===== config.mk =====
export PLATFORM = sky130hd
export DESIGN_NAME = video_bus_sequencer
export DESIGN_NICKNAME = d
export VERILOG_FILES = /design/src/rtl/video_bus_sequencer.sv
export SDC_FILE = /design/constraint.sdc
export NUM_CORES = 1
export LEC_CHECK = 0
export BUFFER_PORTS_ARGS = -buffer_cell sky130_fd_sc_hd__buf_2
export CAP_MARGIN = 30
export CORE_MARGIN = 3
export CORE_UTILIZATION = 38
export DETAILED_ROUTE_END_ITERATION = 10
export GPL_TIMING_DRIVEN = 0
export MAX_ROUTING_LAYER = met4
export PLACE_DENSITY = 0.58
export SYNTH_ARGS = -nofsm -noshare
export SYNTH_HDL_FRONTEND = slang
export SYNTH_SLANG_ARGS = --single-unit

===== constraint.sdc =====
create_clock -name clk32 -period 4.2 [get_ports clk32]
set_clock_uncertainty 0.2 [all_clocks]
set_input_delay 0.84 -clock clk32 [delete_from_list [all_inputs] [get_ports clk32]]
set_output_delay 0.84 -clock clk32 [all_outputs]
set_load 0.005 [all_outputs]

===== src/rtl/video_bus_sequencer.sv =====
// Mac Plus/SE raster timing and shared-RAM slot schedule for the data controller.
// Define VBS_SOUND_FETCH_EN to allocate the per-line sound-buffer fetch slot.
module video_bus_sequencer #(
    parameter int H_TOTAL  = 352,
    parameter int V_TOTAL  = 370,
    parameter int V_ACTIVE = 342
) (
    input  logic        clk32,
    input  logic        _systemReset,
    input  logic        clk8_en_p,
    input  logic        clk8_en_n,
    input  logic        vid_alt,
    input  logic        snd_alt,
    output logic        videoBusControl,
    output logic        cpuBusControl,
    output logic        memoryLatch,
    output logic        loadPixels,
    output logic        loadSound,
    output logic        _hblank,
    output logic        _vblank,
    output logic [20:0] videoAddr
);
    localparam logic [8:0]  H_LAST   = 9'(H_TOTAL - 1);
    localparam logic [8:0]  V_LAST   = 9'(V_TOTAL - 1);
    localparam logic [8:0]  V_ACT    = 9'(V_ACTIVE);
    localparam logic [20:0] VID_MAIN = 21'h1FD380;
    localparam logic [20:0] VID_ALT  = 21'h1F9380;
    localparam logic [20:0] SND_MAIN = 21'h1FFE80;
    localparam logic [20:0] SND_ALT  = 21'h1FD080;

    typedef enum logic {ST_IDLE, ST_RUN} state_t;

    state_t      state, state_nx;
    logic [8:0]  hcount, vcount, hc_nx, vc_nx;
    logic        frame_wrap;
    logic        vid_alt_l, snd_alt_l, pix_pend;
    logic        vid_slot, snd_slot, fetch_slot, pix_slot;
    logic [20:0] vid_base, snd_base, addr_nx;

    // Leaving reset, the first enable enters line 0 slot 0 without advancing
    always_comb begin
        state_nx   = state;
        hc_nx      = hcount;
        vc_nx      = vcount;
        frame_wrap = 1'b0;
        case (state)
            ST_IDLE: state_nx = ST_RUN;
            ST_RUN: begin
                if (hcount == H_LAST) begin
                    hc_nx = '0;
                    if (vcount == V_LAST) begin
                        vc_nx      = '0;
                        frame_wrap = 1'b1;
                    end else begin
                        vc_nx = vcount + 9'd1;
                    end
                end else begin
                    hc_nx = hcount + 9'd1;
                end
            end
        endcase
    end

    // Slot decode works on the position that takes effect at this enable
    always_comb begin
        vid_slot = (vc_nx < V_ACT) && !hc_nx[8] && !hc_nx[2];
        pix_slot = (vc_nx < V_ACT) && !hc_nx[8] && hc_nx[2] && (hc_nx[1:0] == 2'd0);
`ifdef VBS_SOUND_FETCH_EN
        snd_slot = (hc_nx[8:2] == 7'd66);
`else
        snd_slot = 1'b0;
`endif
        fetch_slot = vid_slot | snd_slot;
        vid_base   = (frame_wrap ? vid_alt : vid_alt_l) ? VID_MAIN : VID_ALT;
        snd_base   = snd_alt_l ? SND_ALT : SND_MAIN;
        if (vid_slot)
            addr_nx = vid_base + {7'd0, vc_nx, 5'd0} + {16'd0, hc_nx[7:3]};
        else
            addr_nx = snd_base + {12'd0, vc_nx};
    end

    always_ff @(posedge clk32 or negedge _systemReset) begin
        if (!_systemReset) begin
            state           <= ST_IDLE;
            hcount          <= '0;
            vcount          <= '0;
            vid_alt_l       <= 1'b1;
            videoBusControl <= 1'b0;
            cpuBusControl   <= 1'b1;
            loadSound       <= 1'b0;
            _hblank         <= 1'b1;
            _vblank         <= 1'b1;
            videoAddr       <= VID_MAIN;
        end else if (clk8_en_p) begin
            state           <= state_nx;
            hcount          <= hc_nx;
            vcount          <= vc_nx;
            if (frame_wrap)
                vid_alt_l <= vid_alt;
            videoBusControl <= fetch_slot;
            cpuBusControl   <= ~fetch_slot;
            loadSound       <= snd_slot && (hc_nx[1:0] == 2'd3);
            _hblank         <= !hc_nx[8];
            _vblank         <= (vc_nx < V_ACT);
            if (fetch_slot && (hc_nx[1:0] == 2'd0))
                videoAddr <= addr_nx;
        end
    end

    // Single-cycle strobes; pixel load waits for the falling-phase enable
    always_ff @(posedge clk32 or negedge _systemReset) begin
        if (!_systemReset) begin
            memoryLatch <= 1'b0;
            loadPixels  <= 1'b0;
            pix_pend    <= 1'b0;
        end else begin
            memoryLatch <= clk8_en_p && (hc_nx[1:0] == 2'd3);
            loadPixels  <= clk8_en_n && pix_pend;
            if (clk8_en_p && pix_slot)
                pix_pend <= 1'b1;
            else if (clk8_en_n)
                pix_pend <= 1'b0;
        end
    end

`ifdef VBS_SOUND_FETCH_EN
    always_ff @(posedge clk32 or negedge _systemReset) begin
        if (!_systemReset)
            snd_alt_l <= 1'b0;
        else if (clk8_en_p && (hc_nx == 9'd0))
            snd_alt_l <= snd_alt;
    end
`else
    logic unused_snd_alt;
    assign unused_snd_alt = snd_alt;
    assign snd_alt_l      = 1'b0;
`endif

endmodule


; Word level (Yosys, flattened, before mapping)
; Index checks and enable logic that the tools add are counted.
[op_classes]
add_sub_neg = 5
magnitude_cmp = 1
eq_ne = 3
n_mux = 13
bitwise = 1
n_reduce_logical = 13
[ops]
columns = cell, count
row1 = 2-to-1 mux 9 bit, 5
row2 = 2-to-1 mux 21 bit, 1
row3 = adder 17 x 6 -> 18 bit, 1
row4 = "adder 9 x 1 -> 9 bit, second input constant", 2
row5 = "== test 9 bit, second input constant", 2
row6 = adder 16 x 15 -> 17 bit, 1
row7 = 2-to-1 mux 15 bit, 1
row8 = "adder 10 x 10 -> 11 bit, first input constant", 1
row9 = "< comparator 9 bit, second input constant", 1
row10 = logical AND 1 bit, 8
row11 = 2-to-1 mux 1 bit, 6
row12 = "== test 2 bit, second input constant", 1
row13 = logical NOT 1 bit, 2
row14 = logical NOT 2 bit, 1
row15 = AND reduction 2 bit, 1
row16 = nonzero test 2 bit, 1
row17 = NOT 1 bit, 1
[word_totals]
reg_bits = 48
input_bits = 6
output_inout_bits = 28
wordCells = 48

; Longest topological paths before layout
[logic_depth]
word_depth = 10
depth_mapped = 15
mapped_depth_nobuf = 13

; Worst setup path before layout
; Ideal clock, no wire load.
[synth_timing]
kind = reg-to-reg
startpoint = reg hcount[0]
endpoint = reg videoAddr[11]
setup_time_ps = 125
t_arrival_ps = 3048
required_time_ps = 3875
path_slack_ps = 826
stages_incl_launch_ff = 16
n_path_buf = 3
synth_period_minus_slack_ps = 3374
cell_sequence = dfrtp_1 ha_1 and4_1 buf_4 nand4_2 nor2_1 xor2_1 inv_1 ha_1 inv_1 nor2_1 a221oi_2 and4_4 buf_12 buf_12 mux2_4
[synth_via]
elab_chain_cells = 8
elab_cells_between_ends = 18
classes_between = 4 x add/sub / 1 x order compare / 1 x eq/ne / 5 x mux / 7 x reduce/logical
[synth_lines]
columns = element, line
row1 = "start, declared", 34  ; logic [8:0] hcount, vcount, hc_nx, vc_nx;
row2 = "start signal, assigned", 96  ; hcount <= hc_nx;
row3 = == test 9 bit (*), 49  ; if (hcount == H_LAST) begin
row4 = 2-to-1 mux 9 bit (*), 49
row5 = 2-to-1 mux 9 bit (*), 46  ; case (state)
row6 = named net vc_nx[7], 34
row7 = < comparator 9 bit, 66  ; vid_slot = (vc_nx < V_ACT) && !hc_nx[8] && !hc_nx[2];
row8 = logical AND 1 bit (2 in a row), 66
row9 = logical AND 1 bit, 105  ; if (fetch_slot && (hc_nx[1:0] == 2'd0))
row10 = AND reduction 2 bit (no source line), --
row11 = "end signal, assigned", 106  ; videoAddr <= addr_nx;
row12 = "end, declared", 21  ; output logic [20:0] videoAddr
; The timed path passes the listed nets; every way through them passes the cells marked *.
; A chain may end at the register's enable or synchronous reset.

; Worst setup path after layout
[layout_timing]
startpoint = reg hcount[0]
endpoint = reg videoAddr[13]
[layout_via]
elab_chain_cells = 8
elab_cells_between_ends = 18
classes_between = 4 x add/sub / 1 x order compare / 1 x eq/ne / 5 x mux / 7 x reduce/logical
[layout_lines]
columns = element, line
row1 = == test 9 bit (*), 49
row2 = 2-to-1 mux 9 bit (*), 49
row3 = 2-to-1 mux 9 bit (*), 46
row4 = named net vc_nx[7], 34
row5 = branches (longest 5 deep; another with adder 17 x 6 -> 18 bit), --
; Mark *: on every way through the listed nets, which the timed path passes.

==> results.txt <==
fillers: 713
Residual DRC: 0
max reg flops: 18
Initial Util: 0.394
Reg with most FFs: videoAddr
commonest cells after routing, fill and taps aside: 35 x buf_2, 33 x dfrtp_1, 20 x nand2_1, 15 x mux2_2
Die ar.: 8120 sq um
top-area cell type share of the netlist area: 0.307
CTS tree: done
vias in the first global route: 1,997
Gate Count Post-Synth: 257
routability congestion estimate: 0.833
setup violators final: 0
first-pass GRT wire length: 9960 um
Synth async-reset ratio: 1.00
Combinational Power Share: 0.370
hold slack: 0.274 ns
Yosys Warn Count: 0
Yosys reg bits: 45
initial drt markers: 98
final net count: 308
f_max: 257 MHz
antenna-violating nets left: 0
Netlist cell types: 68
worst-case clock buffer depth: 2
Tmin final: 3.89 ns
Via-to-Cell Ratio: 5.13
worst hold path type: flop to flop
Post-Syn Area: 2690 sq um
Skew-Pair Late Insertion Delay: 0.30 ns
CTS resizes: 0
Antenna Cells: 0
Num CTS Buffers: 5
Total GRT Usage: 0.154
number of synthesized flops with an enable pin: 0
Die H: 90.1 um
status: complete, no violations
total global routing overflow: 0
Slew Viols, Final: 0
Port Buf Inserts: 31
placeable core region: 6830 sq um
critical path class: flop to flop
R2R setup slack: 0.31 ns
Mean Syn Cell Area: 10.5 sq um
Hold Fails Final Rpt: 0
crit path launch type: flop
area of the multi-input gates: 1360 sq um
H-tree lvl count: 2
largest net degree at the start of global routing: 26
clock root cell: clkbuf_8
cell-internal power: 0.983 mW
Regs by FF count: videoAddr: 18 flops, hcount: 9 flops, vcount: 9 flops
top post-synthesis cells by area: dfrtp_1 31%, dfstp_2 12%, mux2_2 6.3%
Net Sw Frac: 0.329
Vias: 2,016
initial antenna violation count: 0
# IOs: 34
routed len/inst: 14.4 um
P_sw: 0.482 mW
Clk pin slew, worst setup/hold paths: 0.08 ns
drt first pass iters: 5
layout cells sized above 1: 0.337
crit path DAT: 3.87 ns
post-route cell area: 3070 sq um
Storage cell area: 1140 sq um
CP endpoint kind: flop
post-synthesis sequential area ratio: 0.424
RSZ-0062 raised after global routing: false
Rel. slew slack: 0.630
num rows: 30
Max Cap Viol: 0
most common cell after layout, fill and taps aside: buf_2
cell accounting for the most synthesized area: dfrtp_1
DP HPWL: 4150 um
total wire length: 5650 um
DP Area: 2990 sq um
Setup TNS: 0 ns
Worst Max-Slew Pin Slew: 0.555 ns
Pwr Density: 478 nW/um^2
Post-CTS Setup Bufs: 0
die extent in x: 90.1 um
Sink Count: 45
Seq pwr share: 0.449
Clock power frac: 0.180
Leak Pwr: 1.29 nW
Peak supply drop: 0.213 mV
Top FF cell, synth: dfrtp_1
Tcrit/Tclk final: 0.926
Post-CTS Hold Buffers: 0
Worst Path Required: 4.19 ns
P&R area growth vs syn: 14.0%
Crit Path Max Fanout: 10
syn_nets: 269
-- final timing paths --
check / startpoint / to / depth (start not counted)
worst max-delay path: hcount[0] / videoAddr[13] / 15
worst min-delay path: videoAddr[8] / videoAddr[8] / 2
worst max register to register: hcount[0] / videoAddr[13] / 15
worst min register to register: videoAddr[8] / videoAddr[8] / 2
max in group asynchronous: _systemReset / videoAddr[7] / 2
min in group asynchronous: _systemReset / videoAddr[5] / 1
-- cells in the mapped netlist (all sizes together), types with 2 or more instances --
master / number
and3: 6
o22ai: 3
nand2: 20
nand3: 10
nor4: 2
a31oi: 2
clkbuf: 7
mux2i: 3
o31ai: 4
nand4b: 2
nor3b: 3
ha: 6
nand4: 3
and2: 3
xnor2: 12
dfstp: 12
xor2: 4
mux2: 21
a21oi: 12
nor3: 6
and4: 5
nor2: 13
o21ai: 9
a22oi: 2
inv: 13
dfrtp: 33
or3b: 2
or2: 2
buf: 13
nor2b: 3
a22o: 2
-- routing by layer --
layer  global-route usage  share of wire  vias to the layer above
li1                     -              -                      995
met1                0.208           0.50                      984
met2                0.233           0.45                       32
met3               0.0318          0.032                        5
met4               0.0497          0.012                        0
met5                    -              0                        -
-- power groups by stage --
stage               clock (mW)  combinational [mW]  sequential, mW
detailed placement           0               0.548           0.668
CTS                      0.275               0.552           0.660
global placement             0               0.538           0.666
finish                   0.264               0.543           0.658
global route             0.295               0.607           0.678
floorplan                    0               0.377           0.664
-- critical path, stage by stage (launching register included) --
cell      delay (ns)
dfrtp_1         0.45
ha_1            0.29
and4_1          0.23
buf_4           0.16
nand4_2         0.16
nor2_1          0.23
xor2_1          0.34
inv_1           0.09
ha_1            0.21
inv_1           0.07
nor2_1          0.05
a221oi_2        0.42
and4_4          0.30
buf_12          0.13
buf_12          0.14
mux2_4          0.30
-- cells by family (layout without fill, tap and decap cells) --
logic type,count (synthesis),after routing,synth area share
other cells,1,1,0.00139
xor+xnor,16,16,0.0521
fa+ha+maj,6,6,0.0279
flops,45,45,0.424
simple gates,83,83,0.184
mux,24,24,0.107
buf+inv,33,73,0.0716
compound gates,49,49,0.131
-- through the flow --
stage	worst slack (ns)	total power [mW]	utilization	instances
after floorplan	0.826	1.04	-	257
after global placement	0.366	1.20	0.434	384
after detailed placement	0.341	1.22	0.437	385
after CTS	0.299	1.49	0.449	393
after global routing	0.0105	1.58	0.449	393
final	0.313	1.46	0.449	393
-- final cells by class --
type                       count  area share
tap                           96      0.0392
buffer                        20      0.0469
multi-input combinational    179       0.442
sequential                    45       0.372
inverter                      13      0.0159
timing repair buffer          32      0.0571
clock buffer                   8      0.0261
No activity file was read; power rests on OpenSTA's default activity.
